$ cat src/rtl/table_writer.sv
// rtl/table_writer.sv - Aho-Corasick goto-table builder: walks the trie per character, appends unseen transitions
// Optional feature macro: TABLE_WRITER_OUTPUT_EN (per-keyword out_wr_en / out_wr_state / out_wr_id strobe)
module table_writer #(
  parameter int DEPTH = 32,
  parameter int AW    = 5,
  parameter int SW    = 8,
  parameter int CW    = 4
) (
  input  logic          clk,
  input  logic          rst_n,
  input  logic          clear,
  input  logic          char_valid,
  output logic          char_ready,
  input  logic [CW-1:0] char,
  input  logic          char_last,
  output logic          wr_en,
  output logic [AW-1:0] wr_addr,
  output logic [SW-1:0] wr_cur_state,
  output logic [CW-1:0] wr_chara,
  output logic [SW-1:0] wr_next_state,
  output logic [AW:0]   entry_count,
  output logic [SW-1:0] state_count,
  output logic          err
`ifdef TABLE_WRITER_OUTPUT_EN
  ,
  output logic          out_wr_en,
  output logic [SW-1:0] out_wr_state,
  output logic [SW-1:0] out_wr_id
`endif
);

  typedef enum logic [1:0] {IDLE, SEARCH, APPEND, SKIP} state_t;

  localparam logic [AW:0]   DEPTH_C   = (AW+1)'(DEPTH);
  localparam logic [AW:0]   IDX_ONE   = (AW+1)'(1);
  localparam logic [SW-1:0] SW_ONE    = SW'(1);
  localparam logic [SW-1:0] STATE_MAX = '1;

  state_t        state;
  logic [SW-1:0] cur;
  logic [CW-1:0] ch;
  logic          last;
  logic [AW:0]   idx;
  logic          wr_en_q;

  logic [SW-1:0] sh_cur   [DEPTH];
  logic [CW-1:0] sh_chara [DEPTH];
  logic [SW-1:0] sh_next  [DEPTH];

`ifdef TABLE_WRITER_OUTPUT_EN
  logic [SW-1:0] kw_cnt;
`endif

  logic [AW-1:0] rd_addr;
  logic          in_range;
  logic          hit;
  logic          at_end;
  logic          full;
  logic          accept;
  logic [SW-1:0] new_state;

  assign rd_addr   = idx[AW-1:0];
  assign in_range  = idx < entry_count;
  // in_range gates the compare so never-written shadow slots cannot produce a hit
  assign hit       = in_range && (sh_cur[rd_addr] == cur) && (sh_chara[rd_addr] == ch);
  assign at_end    = (idx == entry_count);
  assign full      = (entry_count == DEPTH_C) || (state_count == STATE_MAX);
  assign accept    = char_valid & char_ready;
  assign new_state = state_count + SW_ONE;

  // A clear arriving in the APPEND cycle must suppress the strobe already registered for it
  assign wr_en = wr_en_q & ~clear;

  always_ff @(posedge clk or negedge rst_n) begin
    if (!rst_n) begin
      state         <= IDLE;
      cur           <= '0;
      ch            <= '0;
      last          <= 1'b0;
      idx           <= '0;
      char_ready    <= 1'b0;
      wr_en_q       <= 1'b0;
      wr_addr       <= '0;
      wr_cur_state  <= '0;
      wr_chara      <= '0;
      wr_next_state <= '0;
      entry_count   <= '0;
      state_count   <= '0;
      err           <= 1'b0;
`ifdef TABLE_WRITER_OUTPUT_EN
      out_wr_en     <= 1'b0;
      out_wr_state  <= '0;
      out_wr_id     <= '0;
      kw_cnt        <= '0;
`endif
    end else if (clear) begin
      state         <= IDLE;
      cur           <= '0;
      ch            <= '0;
      last          <= 1'b0;
      idx           <= '0;
      char_ready    <= 1'b0;
      wr_en_q       <= 1'b0;
      wr_addr       <= '0;
      wr_cur_state  <= '0;
      wr_chara      <= '0;
      wr_next_state <= '0;
      entry_count   <= '0;
      state_count   <= '0;
      err           <= 1'b0;
`ifdef TABLE_WRITER_OUTPUT_EN
      out_wr_en     <= 1'b0;
      out_wr_state  <= '0;
      out_wr_id     <= '0;
      kw_cnt        <= '0;
`endif
    end else begin
      wr_en_q <= 1'b0;
`ifdef TABLE_WRITER_OUTPUT_EN
      out_wr_en <= 1'b0;
`endif
      case (state)
        IDLE: begin
          char_ready <= 1'b1;
          if (accept) begin
            ch         <= char;
            last       <= char_last;
            idx        <= '0;
            char_ready <= 1'b0;
            state      <= SEARCH;
          end
        end
        SEARCH: begin
          if (hit) begin
            state      <= IDLE;
            char_ready <= 1'b1;
            if (last) begin
              cur <= '0;
`ifdef TABLE_WRITER_OUTPUT_EN
              out_wr_en    <= 1'b1;
              out_wr_state <= sh_next[rd_addr];
              out_wr_id    <= kw_cnt;
              if (kw_cnt != STATE_MAX) kw_cnt <= kw_cnt + SW_ONE;
`endif
            end else begin
              cur <= sh_next[rd_addr];
            end
          end else if (at_end) begin
            if (full) begin
              err        <= 1'b1;
              char_ready <= 1'b1;
              if (last) begin
                cur   <= '0;
                state <= IDLE;
              end else begin
                state <= SKIP;
              end
            end else begin
              wr_en_q       <= 1'b1;
              wr_addr       <= entry_count[AW-1:0];
              wr_cur_state  <= cur;
              wr_chara      <= ch;
              wr_next_state <= new_state;
              state         <= APPEND;
            end
          end else begin
            idx <= idx + IDX_ONE;
          end
        end
        APPEND: begin
          entry_count <= entry_count + IDX_ONE;
          state_count <= new_state;
          state       <= IDLE;
          char_ready  <= 1'b1;
          if (last) begin
            cur <= '0;
`ifdef TABLE_WRITER_OUTPUT_EN
            out_wr_en    <= 1'b1;
            out_wr_state <= new_state;
            out_wr_id    <= kw_cnt;
            if (kw_cnt != STATE_MAX) kw_cnt <= kw_cnt + SW_ONE;
`endif
          end else begin
            cur <= new_state;
          end
        end
        SKIP: begin
          // Rest of an overflowed keyword: ready stays high, characters are dropped
          if (accept && char_last) begin
            cur   <= '0;
            state <= IDLE;
          end
        end
        default: state <= IDLE;
      endcase
    end
  end

  always_ff @(posedge clk) begin
    if (rst_n && !clear && state == APPEND) begin
      sh_cur[wr_addr]   <= wr_cur_state;
      sh_chara[wr_addr] <= wr_chara;
      sh_next[wr_addr]  <= wr_next_state;
    end
  end

endmodule

$ cat config.mk
export PLATFORM = sky130hd
export DESIGN_NAME = table_writer
export DESIGN_NICKNAME = d
export VERILOG_FILES = /design/src/rtl/table_writer.sv
export SDC_FILE = /design/constraint.sdc
export NUM_CORES = 1
export LEC_CHECK = 0
export CAP_MARGIN = 20
export CORE_MARGIN = 3
export CORE_UTILIZATION = 40
export CTS_BUF_LIST = sky130_fd_sc_hd__clkbuf_8
export CTS_CLUSTER_SIZE = 10
export DETAILED_ROUTE_END_ITERATION = 8
export GPL_TIMING_DRIVEN = 1
export PLACE_DENSITY_LB_ADDON = 0.2
export SKIP_CTS_REPAIR_TIMING = 1
export SLEW_MARGIN = 40
export SYNTH_ARGS = -nofsm -noshare
export SYNTH_HDL_FRONTEND = slang
export SYNTH_SLANG_ARGS = --single-unit
$ cat constraint.sdc
create_clock -name clk -period 7.7 [get_ports clk]
set_input_delay 1.54 -clock clk [delete_from_list [all_inputs] [get_ports clk]]
set_output_delay 1.54 -clock clk [all_outputs]
set_load 0.02 [all_outputs]
==> results.yml <==
sta:
  slew_violations: 0
  timing_hold_violations_final: 0
  finalCriticalPeriod_ns: 5.02
  setup_repair_after_global_routing_missed_its_margin: "false"
  timing.fmax_mhz: 199
  worst_clock_skew_ns: 0.0313
  total_neg_setup_slack_ns: 0
  final.hold.worst_slack_ns: 0.539
  slew-limit-headroom_pct: 44.8
  tightest_slew_ns: 0.826
  setup_viol: 0
  period_share_pct: 65.2
power_and_ir_drop:
  power_frac_clock_pct: 34.6
  p_sw_share_pct: 26.0
  post-layout-total-power_mw: 8.47
  seq_power_share_pct: 54.0
  p_sw_mw: 2.20
  internal_power_mw: 6.26
  vdd_drop_max_uv: 113
  combinationalPowerShare_pct: 11.4
  total_leakage_power_nw: 10.4
  power_density_nw_per_um2: 263
detailed_routing:
  drt.antenna.violating_nets: 0
  vias: 15205
  detail_route.vias_per_cell: 5.55
  drc_errors: 0
  detailedRoute.firstIterationViolations: 1525
  wl_mm: 73.0
  post_drt_wl_per_cell_um: 26.6
  detail_route.first_pass.iterations: 5
synth:
  synth.area.mux_share_pct: 13.6
  synth_register_bits: 703
  synth.yosys.warnings: 0
  synthXorXnorAreaFrac_pct: 0.993
  yosys.area_share.adder_pct: 0.621
  synth_top_family_by_area: "multiplexers"
  synth_edf_count: 640
  top_area_cell_type_share_of_the_netlist_area_pct: 68.1
  post_synth_inst_count: 1572
  dominantRegCellSynth: "edfxtp_1"
  mappedNetlistArea_um2: 28200
  synth_simple_gate_area_share_pct: 4.28
  synth_sequential_area_ratio_pct: 73.7
  ys_types: 62
  synth_compound_area_share_pct: 4.90
  post_synth_main_area_contributors: "edfxtp_1, mux4_2, dfrtp_1"
  synth_async_sr_flop_share_pct: 8.96
  synthDominantAreaCellType: "edfxtp_1"
  avgSynthCellArea_um2: 17.9
  number_of_nets_produced_by_synthesis: 1595
placed_design:
  gpl.final_weighted_congestion: 0.780
  io_buffers: 50
  placed_cells_incl_taps: 2536
  detailed_place_hpwl_mm: 43.0
clock_tree:
  clock_sinks: 703
  cts_root_buf: "clkbuf_8"
  clkLatencyLatePin_ns: 0.72
  cts-htree-levels: 3
  cts_made_buffers: 111
  clockBufferDepth: 3
  path_clk_slew_ns: 0.06
  tritoncts: "built"
die:
  num_rows: 96
  pin_count: 51
  floorplan.initialDensity_pct: 40.8
  die_y_um: 272
  die-area_um2: 73800
  die-width_um: 272
  core_box_area_um2: 69200
finish:
  layout-drive-gt1-share_pct: 21.3
  finalNetCount: 1742
  regArea_um2: 20800
  synthToLayoutAreaGrowth_pct: 13.9
  fillers: 5986
  layout.cells.most_common: "edfxtp_1"
  multi_input_area_um2: 7000
  final_cell_count_no_fill: 2742
  layout.cells.most_common_list: "edfxtp_1, mux2i_1, clkbuf_8"
grt:
  grt_start_max_net_pins: 65
  track_usage_pct: 19.8
  antenna_found_initial: 1
  first_global_vias: 15468
  global_route_wire_length_before_repair_mm: 106
  overflow: 0
critical_path:
  r2r.worst_path.cells: 11
  critPathKind: "reg -> reg"
  worst_path_required_time_ns: 8.28
  path_max_fanout: 36
  launching_element_type_of_the_critical_path: "flip-flop"
  crit_path_end_kind: "flip-flop"
  cp.arrival_ns: 5.60
flow_run:
  drv.max_cap_violation_count: 0
status:
  status: "complete, no violations"
min_path:
  worstHoldPathCells: 2
  timing.hold.worst.class: "reg -> reg"
==> synth_stat cells, drive strengths merged (5+ instances only) <==
cell type / count
o21ai: 33
a22o: 8
ha: 14
mux4: 96
edfxtp: 640
a21oi: 51
nand2: 67
a221oi: 15
o221ai: 23
nor3: 8
a22oi: 26
xor2: 11
and3: 7
nand3: 23
a311oi: 10
o22ai: 12
inv: 20
buf: 44
xnor2: 21
dfrtp: 63
nand2b: 5
nand4: 12
mux2i: 149
clkbuf: 40
nor2b: 8
nand3b: 5
mux2: 17
nor2: 101
==> per-stage QoR <==
stage	cell area [um^2]	worst slack, ns	util, %
3_3_place_gp	30000	2.71	43.4
3_5_place_dp	30100	2.62	43.4
4_1_cts	32100	2.59	46.4
5_1_grt	32100	2.33	46.5
2_1_floorplan	28200	3.93	-
6_report	32100	2.68	46.5
==> sequential cells by signal, summed over array words and instances, names as in the netlist <==
name / count
wr_en_q: 1
wr_addr: 5
idx: 6
sh_next: 256
last: 1
char_ready: 1
wr_cur_state: 8
ch: 4
cur: 8
entry_count: 6
state_count: 8
wr_chara: 4
sh_chara: 128
sh_cur: 256
err: 1
wr_next_state: 8
state: 2
==> metal layers <==
metal  up-vias  GRT usage (%)  routed length [um]
met2       518           31.0               34500
met1      7988           27.7               32000
li1       6608              -                   -
met3        91           4.14                4910
met5         -              0                   0
met4         0           6.55                1550
==> critical path, stage by stage, from the launching register on <==
cell and delay [ns]:
dfrtp_4 0.89, buf_4 0.64, mux4_1 0.64, a22o_1 0.27, a221oi_2 0.21, xnor2_1 0.11
nor3_2 0.25, o221ai_1 0.15, or4_4 0.71, nand2_2 0.58, mux2i_1 0.27, nor2_1 0.07
==> cell families after synthesis <==
| kind of cell | after synthesis |
|---|---|
| AOI/OAI and AO/OA | 198 |
| xor gates and xnor gates | 32 |
| adders and majority gates | 14 |
| buffers and inverters | 104 |
| DFF | 703 |
| muxes | 262 |
| and+or+nand+nor | 259 |
==> final cells by class <==
cell class	count	area share [%]
clock inverters	83	1.20
inverters	20	0.234
repair buffers	118	3.25
multi-input cells	765	21.8
well taps	931	3.62
clock buffers	121	5.18
flip-flops and latches	703	64.7
diodes	1	0.00779
==> power by group through the flow <==
stage | clock network [mW] | logic [mW] | registers (mW)
after global placement | 0 | 0.949 | 4.65
after detailed placement | 0 | 0.969 | 4.65
final | 2.93 | 0.968 | 4.57
after floorplan | 0 | 0.445 | 4.75
after global routing | 3.18 | 1.05 | 4.58
after CTS | 3.01 | 0.973 | 4.57
==> worst paths after layout <==
path / from / endpoint / slack [ns]
setup / recovery: idx[0]$_DFFE_PN0P_ / wr_cur_state[3]$_DFFE_PN0P_ / 2.68
hold / removal: err$_DFFE_PN0P_ / err$_DFFE_PN0P_ / 0.54
setup reg to reg: idx[0]$_DFFE_PN0P_ / wr_cur_state[3]$_DFFE_PN0P_ / 2.68
hold reg to reg: err$_DFFE_PN0P_ / err$_DFFE_PN0P_ / 0.54
max in group asynchronous: rst_n / idx[0]$_DFFE_PN0P_ / 6.30
min in group asynchronous: rst_n / ch[2]$_DFFE_PN0P_ / 0.90
Note: power is estimated with default switching activity, not from simulation.
